$ cat src/rtl/counter_run_ctrl_pkg.sv
// Shared types and constants for the counter run controller.
package counter_run_ctrl_pkg;

  typedef enum logic [1:0] {
    IDLE = 2'd0,
    LOAD = 2'd1,
    RUN  = 2'd2,
    DONE = 2'd3
  } state_t;

  localparam logic MODE_ONESHOT = 1'b0;
  localparam logic MODE_RELOAD  = 1'b1;

  localparam logic DIR_DOWN = 1'b0;
  localparam logic DIR_UP   = 1'b1;

endpackage

$ cat src/rtl/count_reg_updown.sv
// WIDTH-bit up/down count register with synchronous load and enable.
// Load has priority over enable; the count wraps modulo 2**WIDTH.
module count_reg_updown
  import counter_run_ctrl_pkg::*;
#(
  parameter int WIDTH = 4
) (
  input  logic             clock,
  input  logic             reset,
  input  logic             load_i,
  input  logic             en_i,
  input  logic             dir_i,
  input  logic [WIDTH-1:0] load_val_i,
  output logic [WIDTH-1:0] count_o
);

  localparam logic [WIDTH-1:0] ONE = WIDTH'(1);

  logic [WIDTH-1:0] count_q;
  logic [WIDTH-1:0] count_d;

  // Choose the next count: load wins, otherwise step in the requested direction.
  always_comb begin
    count_d = count_q;
    if (load_i) begin
      count_d = load_val_i;
    end else if (en_i) begin
      if (dir_i == DIR_UP) begin
        count_d = count_q + ONE;
      end else begin
        count_d = count_q - ONE;
      end
    end
  end

  // Count register, cleared asynchronously.
  always_ff @(posedge clock or posedge reset) begin
    if (reset) begin
      count_q <= '0;
    end else begin
      count_q <= count_d;
    end
  end

  assign count_o = count_q;

endmodule

$ cat src/rtl/counter_run_ctrl.sv
// Run sequencer for an up/down counter: captures the run settings on start,
// loads the start value, steps until the terminal value, then either finishes
// (one-shot) or reloads (auto-reload). Stop aborts and freezes the count.
// Optional feature macro: COUNTER_RUN_CTRL_PRESCALER_EN adds presc_div, which
// slows RUN stepping to one tick every presc_div+1 clocks.
module counter_run_ctrl
  import counter_run_ctrl_pkg::*;
#(
  parameter int WIDTH = 4
) (
  input  logic             clock,
  input  logic             reset,
  input  logic             start,
  input  logic             stop,
  input  logic             dir,
  input  logic             mode,
`ifdef COUNTER_RUN_CTRL_PRESCALER_EN
  input  logic [3:0]       presc_div,
`endif
  input  logic [WIDTH-1:0] load_val,
  input  logic [WIDTH-1:0] end_val,
  output logic [WIDTH-1:0] count,
  output logic             busy,
  output logic             tc,
  output logic             done
);

  state_t state_q;
  state_t state_d;

  logic             dirCap_q;
  logic             modeCap_q;
  logic [WIDTH-1:0] loadCap_q;
  logic [WIDTH-1:0] endCap_q;

  logic             tc_q;
  logic             tc_d;

  logic             capture;
  logic             cntLoad;
  logic             cntEn;
  logic             tick;
  logic [WIDTH-1:0] countVal;

`ifdef COUNTER_RUN_CTRL_PRESCALER_EN
  logic [3:0] prescDiv_q;
  logic [3:0] prescCnt_q;
  logic [3:0] prescCnt_d;

  assign tick = (prescCnt_q == prescDiv_q);

  // Prescaler advances only while running; any other state or a stop clears it,
  // so every RUN entry begins a full period.
  always_comb begin
    prescCnt_d = 4'd0;
    if (state_q == RUN && !stop) begin
      prescCnt_d = tick ? 4'd0 : prescCnt_q + 4'd1;
    end
  end

  // Prescaler divider capture and running count.
  always_ff @(posedge clock or posedge reset) begin
    if (reset) begin
      prescDiv_q <= 4'd0;
      prescCnt_q <= 4'd0;
    end else begin
      if (capture) begin
        prescDiv_q <= presc_div;
      end
      prescCnt_q <= prescCnt_d;
    end
  end
`else
  assign tick = 1'b1;
`endif

  // Next-state and counter control; stop beats both start and a terminal match.
  always_comb begin
    state_d = state_q;
    capture = 1'b0;
    cntLoad = 1'b0;
    cntEn   = 1'b0;
    tc_d    = 1'b0;
    unique case (state_q)
      IDLE: begin
        if (start && !stop) begin
          state_d = LOAD;
          capture = 1'b1;
        end
      end
      LOAD: begin
        if (stop) begin
          state_d = IDLE;
        end else begin
          cntLoad = 1'b1;
          state_d = RUN;
        end
      end
      RUN: begin
        if (stop) begin
          state_d = IDLE;
        end else if (tick) begin
          if (countVal == endCap_q) begin
            tc_d = 1'b1;
            if (modeCap_q == MODE_RELOAD) begin
              cntLoad = 1'b1;
            end else begin
              state_d = DONE;
            end
          end else begin
            cntEn = 1'b1;
          end
        end
      end
      DONE: begin
        state_d = IDLE;
      end
      default: begin
        state_d = IDLE;
      end
    endcase
  end

  // State, terminal-count pulse and run settings captured on an accepted start.
  always_ff @(posedge clock or posedge reset) begin
    if (reset) begin
      state_q   <= IDLE;
      tc_q      <= 1'b0;
      dirCap_q  <= 1'b0;
      modeCap_q <= 1'b0;
      loadCap_q <= '0;
      endCap_q  <= '0;
    end else begin
      state_q <= state_d;
      tc_q    <= tc_d;
      if (capture) begin
        dirCap_q  <= dir;
        modeCap_q <= mode;
        loadCap_q <= load_val;
        endCap_q  <= end_val;
      end
    end
  end

  count_reg_updown #(
    .WIDTH(WIDTH)
  ) u_count (
    .clock      (clock),
    .reset      (reset),
    .load_i     (cntLoad),
    .en_i       (cntEn),
    .dir_i      (dirCap_q),
    .load_val_i (loadCap_q),
    .count_o    (countVal)
  );

  assign count = countVal;
  assign busy  = (state_q == LOAD) || (state_q == RUN);
  assign tc    = tc_q;
  assign done  = (state_q == DONE);

endmodule

$ cat config.mk
export PLATFORM = sky130hd
export DESIGN_NAME = counter_run_ctrl
export DESIGN_NICKNAME = d
export VERILOG_FILES = /design/src/rtl/counter_run_ctrl_pkg.sv /design/src/rtl/count_reg_updown.sv /design/src/rtl/counter_run_ctrl.sv
export SDC_FILE = /design/constraint.sdc
export NUM_CORES = 1
export LEC_CHECK = 0
export CORE_MARGIN = 2
export CORE_UTILIZATION = 30
export DETAILED_ROUTE_END_ITERATION = 7
export SLEW_MARGIN = 20
export SYNTH_ARGS = -nofsm -noshare
export SYNTH_HDL_FRONTEND = slang
export SYNTH_SLANG_ARGS = --single-unit
$ cat constraint.sdc
create_clock -name clock -period 2.35 [get_ports clock]
set_clock_uncertainty 0.2 [all_clocks]
set_input_delay 0.3525 -clock clock [delete_from_list [all_inputs] [get_ports clock]]
set_output_delay 0.3525 -clock clock [all_outputs]
set_load 0.03 [all_outputs]
==> results_tabular.tex <==
\begin{tabular}{lr}
\hline
Metric & Value \\
\hline
\multicolumn{2}{l}{\textbf{Worst setup path}} \\
\quad Sort of element at the start of the critical path & register \\
\quad Number of cells on the critical path & 3 \\
\quad Worst reg2reg setup slack & roughly 0.37 ns \\
\quad Category of the most critical setup path & reg2out \\
\quad WP data required & between 1.5 and 2 ns \\
\quad Arrival time of data at the critical path endpoint & around 1.6 ns \\
\quad Slowest library cell on the worst path & sky130\_fd\_sc\_hd\_\_dfrtp\_1 \\
\quad Max FO, Critical Path & 4 \\
\quad Worst path max stage delay & between 0.4 and 0.5 ns \\
\quad Critical Path, Cell by Cell & inv\_1 > ha\_1 > dlygate4sd2\_1 \\
\quad Depth of the worst register-to-register path & 7 \\
\quad Largest delay contributor family on the critical path & buffers and inverters \\
\quad Buffering stage count on the worst path with inverters included & 2 \\
\quad Sort of element at the end of the critical path & output port \\
\multicolumn{2}{l}{\textbf{CTS}} \\
\quad Number of CTS-inserted buffers & 3 \\
\quad Clock insertion delay at the later pin of the skew report & about 0.28 ns \\
\quad CTS tree & yes \\
\quad Post-CTS setup-driven buffer insertion count & 0 \\
\quad CTS Buffer Depth & 2 \\
\quad H-tree lvl count & 1 \\
\quad Clock-pin slew on the worst setup and hold paths & approximately 0.09 ns \\
\quad Number of sinks driven by the clock tree & 17 \\
\quad Clock root cell & sky130\_fd\_sc\_hd\_\_clkbuf\_4 \\
\multicolumn{2}{l}{\textbf{STA}} \\
\quad RSZ-0062 raised after global routing & no \\
\quad Share of the clock period used by the worst path & 89.30\% \\
\quad Normalized max-slew margin & a little under three fifths \\
\quad Final min period & around 2.1 ns \\
\quad Max Fclk & about 480 MHz \\
\quad Number of pins exceeding their max-slew limit in the final report & 0 \\
\quad Actual slew at the worst max-slew pin & roughly 0.64 ns \\
\quad Final hold viol count & 0 \\
\quad Final-report setup violation count & 0 \\
\quad Summed negative setup slack over all endpoints & 0 ns \\
\multicolumn{2}{l}{\textbf{Logic synthesis}} \\
\quad Biggest area contributors in the synthesized netlist & sky130\_fd\_sc\_hd\_\_dfrtp\_1, sky130\_fd\_sc\_hd\_\_mux2\_2, sky130\_fd\_sc\_hd\_\_ha\_1 \\
\quad Gate count after technology mapping & 81 \\
\quad Mapped Avg Cell Area & 11.32 µm² \\
\quad Cell type contributing the most total cell area after synthesis & sky130\_fd\_sc\_hd\_\_dfrtp\_1 \\
\quad YS warnings & 0 \\
\quad Area share of the leading cell type in the synthesized netlist & 46.38\% \\
\quad Syn nets & 103 \\
\quad Unique cell type count in the Yosys netlist & 24 \\
\quad Number of flip-flops and latches in the synthesized netlist & 17 \\
\quad Sequential cell area fraction in the yosys report & a little under half \\
\quad Cell Area, Synth & roughly 900 µm² \\
\multicolumn{2}{l}{\textbf{Placement}} \\
\quad \# port buffers & 20 \\
\quad Post-place instance area & approximately 1200 µm² \\
\quad DP HPWL & 1339 µm \\
\quad Placer's final routability congestion estimate & roughly 0.84 \\
\multicolumn{2}{l}{\textbf{Die}} \\
\quad Overall die height & 59.29 µm \\
\quad Standard-cell row count & 20 \\
\quad Initial cell density of the core & a little under a third \\
\quad Die footprint & $\sim$3500 µm² \\
\quad Die Width & between 50 and 60 µm \\
\quad I/O Pins & 21 \\
\quad Placeable core area & a little under 3000 µm² \\
\multicolumn{2}{l}{\textbf{Route}} \\
\quad Drt first pass iters & 4 \\
\quad Number of design-rule violations left by the first detailed-router iteration & 13 \\
\quad Final routed DRC violation total & 0 \\
\quad Drt via density & $\sim$4.8 \\
\quad Avg WL per Cell & 12.28 µm \\
\quad Via count & approximately 670 \\
\quad Routed WL & 1707 µm \\
\quad Number of antenna-violating nets in the routed design & 0 \\
\multicolumn{2}{l}{\textbf{Global routing}} \\
\quad Total GRT Usage & 11.40\% \\
\quad Wire length of the first global-routing pass & 2932 µm \\
\quad Initial antenna violation count & 0 \\
\quad Number of global-route vias before repair & between 600 and 700 \\
\quad Maximum number of pins on one net before global-route repair & 18 \\
\quad Overflow left after global routing & 0 \\
\multicolumn{2}{l}{\textbf{Pwr}} \\
\quad Power density cells & around 1300 nW/µm² \\
\quad Leakage power & a little over 0.5 nW \\
\quad Switching portion of total power & 41.29\% \\
\quad Clock share of power & 10.1\% \\
\quad Max rail drop VDD & 0.3696 mV \\
\quad Internal power & 0.8839 mW \\
\quad Net Sw Power & approximately 0.62 mW \\
\quad Share of total power in combinational logic & 52.8\% \\
\quad Reg power frac & 37.0\% \\
\multicolumn{2}{l}{\textbf{Final layout}} \\
\quad Share of final-layout standard cells stronger than drive strength 1 & between 10\% and 20\% \\
\quad ANT cells & 0 \\
\quad Most common cell after layout, fill and taps aside & sky130\_fd\_sc\_hd\_\_clkdlybuf4s50\_1 \\
\quad Design Area, Final & approximately 1200 µm² \\
\quad P\&R area growth vs syn & 30.15\% \\
\quad Layout Nets & approximately 130 \\
\quad Commonest cells after routing, fill and taps aside & sky130\_fd\_sc\_hd\_\_clkdlybuf4s50\_1, sky130\_fd\_sc\_hd\_\_dfrtp\_1, sky130\_fd\_sc\_hd\_\_mux2\_2 \\
\multicolumn{2}{l}{\textbf{Flow run}} \\
\quad \# Max-Cap Violations & 0 \\
\multicolumn{2}{l}{\textbf{Worst hold path}} \\
\quad Min-Delay Path Class & in2async \\
\multicolumn{2}{l}{\textbf{Outcome}} \\
\quad Status & complete, no violations \\
\hline
\end{tabular}
==> worst reg2reg max path, stage by stage (launching register included) <==
cell,delay [ns]
sky130_fd_sc_hd__dfrtp_1,0.41
sky130_fd_sc_hd__inv_1,0.13
sky130_fd_sc_hd__ha_1,0.19
sky130_fd_sc_hd__or2b_1,0.25
sky130_fd_sc_hd__a41o_2,0.29
sky130_fd_sc_hd__o21bai_1,0.18
sky130_fd_sc_hd__xor2_1,0.16
sky130_fd_sc_hd__o21ai_1,0.07
==> power by group through the flow <==
stage          Sequential (mW)  Combinational [mW]  Clock [mW]
6_report                 0.558               0.795       0.153
5_1_grt                  0.582               0.892       0.173
4_1_cts                  0.557               0.805       0.160
3_5_place_dp             0.564               0.812           0
3_3_place_gp             0.558               0.804           0
2_1_floorplan            0.594               0.526           0
==> area by class of cell <==
class,instances,area (µm²)
clock buffers,4,26.28
multi-input cells,58,467.9
flip-flops and latches,17,425.4
inverters,5,18.77
well taps,33,41.29
repair buffers,22,214.0
fillers,292,1784
==> timing repair <==
item | CTS | global route
gates resized for setup | 1 | 0
hold buffers | 0 | 0
endpoints found under the setup margin | 1 | 0
==> metrics by stage <==
stage | total power, mW | setup WS, ns | utilization, % | hold slack [ns] | std cells
finish | 1.506 | 0.2515 | 40.08 | 0.2423 | 139
global route | 1.648 | 0.1694 | 40.08 | 0.3012 | 139
CTS | 1.523 | 0.2533 | 40.08 | 0.2650 | 139
detailed placement | 1.376 | 0.2644 | 39.24 | 0.2697 | 135
global placement | 1.361 | 0.2797 | 39.24 | 0.2654 | 135
floorplan | 1.120 | 0.5010 | - | 0.07857 | 81
==> metal layers <==
| metal | part of all wire (%) | track usage [%] |
|---|---|---|
| met2 | 52 | 18.21 |
| met5 | 0 | 0 |
| met4 | 1.7 | 7.792 |
| met1 | 43 | 13.89 |
| met3 | 3.9 | 1.965 |
==> path summary, 6_finish.rpt <==
kind	from	endpoint
worst max-delay path	state_q[1]$_DFFE_PP0P_	busy
worst min-delay path	reset	modeCap_q$_DFFE_PP0P_
worst max register to register	state_q[0]$_DFFE_PP0P_	u_count.count_o[3]$_DFFE_PP0P_
worst min register to register	loadCap_q[0]$_DFFE_PP0P_	u_count.count_o[0]$_DFFE_PP0P_
max in group asynchronous	reset	tc$_DFF_PP0_
min in group clock	loadCap_q[0]$_DFFE_PP0P_	u_count.count_o[0]$_DFFE_PP0P_
==> Yosys cell counts <==
| cell | count |
|---|---|
| sky130_fd_sc_hd__a21oi_1 | 3 |
| sky130_fd_sc_hd__a22oi_1 | 1 |
| sky130_fd_sc_hd__a41o_2 | 1 |
| sky130_fd_sc_hd__and3_1 | 1 |
| sky130_fd_sc_hd__buf_2 | 1 |
| sky130_fd_sc_hd__dfrtp_1 | 17 |
| sky130_fd_sc_hd__fa_1 | 1 |
| sky130_fd_sc_hd__ha_1 | 7 |
| sky130_fd_sc_hd__inv_1 | 5 |
| sky130_fd_sc_hd__mux2_2 | 10 |
| sky130_fd_sc_hd__mux2i_1 | 1 |
| sky130_fd_sc_hd__nand2_1 | 6 |
| sky130_fd_sc_hd__nand3_1 | 3 |
| sky130_fd_sc_hd__nand3b_1 | 2 |
| sky130_fd_sc_hd__nand4_1 | 1 |
| sky130_fd_sc_hd__nor2_1 | 3 |
| sky130_fd_sc_hd__nor2b_1 | 1 |
| sky130_fd_sc_hd__o21ai_0 | 4 |
| sky130_fd_sc_hd__o21ai_1 | 2 |
| sky130_fd_sc_hd__o21bai_1 | 2 |
| sky130_fd_sc_hd__o31ai_1 | 1 |
| sky130_fd_sc_hd__or2b_1 | 1 |
| sky130_fd_sc_hd__xnor2_1 | 5 |
| sky130_fd_sc_hd__xor2_1 | 2 |
==> flip-flops by register name, indices dropped and copies added, names as in the netlist <==
name             count
endCap_q             4
loadCap_q            4
u_count.count_o      4
state_q              2
dirCap_q             1
modeCap_q            1
tc                   1
==> cells by family (layout without fill, tap and decap cells) <==
logic type               Yosys count  in the layout  synth area share [%]
XOR/XNOR                           7              7                 6.685
AND/OR/NAND/NOR                   18             18                 9.823
buffers and inverters              6             31                 2.592
AO/OA/AOI/OAI                     14             14                 9.413
adder cells (fa/ha/maj)            8              8                 11.73
multiplexers                      11             11                 13.37
flip-flops                        17             17                 46.38
Power figures use the tool's default switching activity.
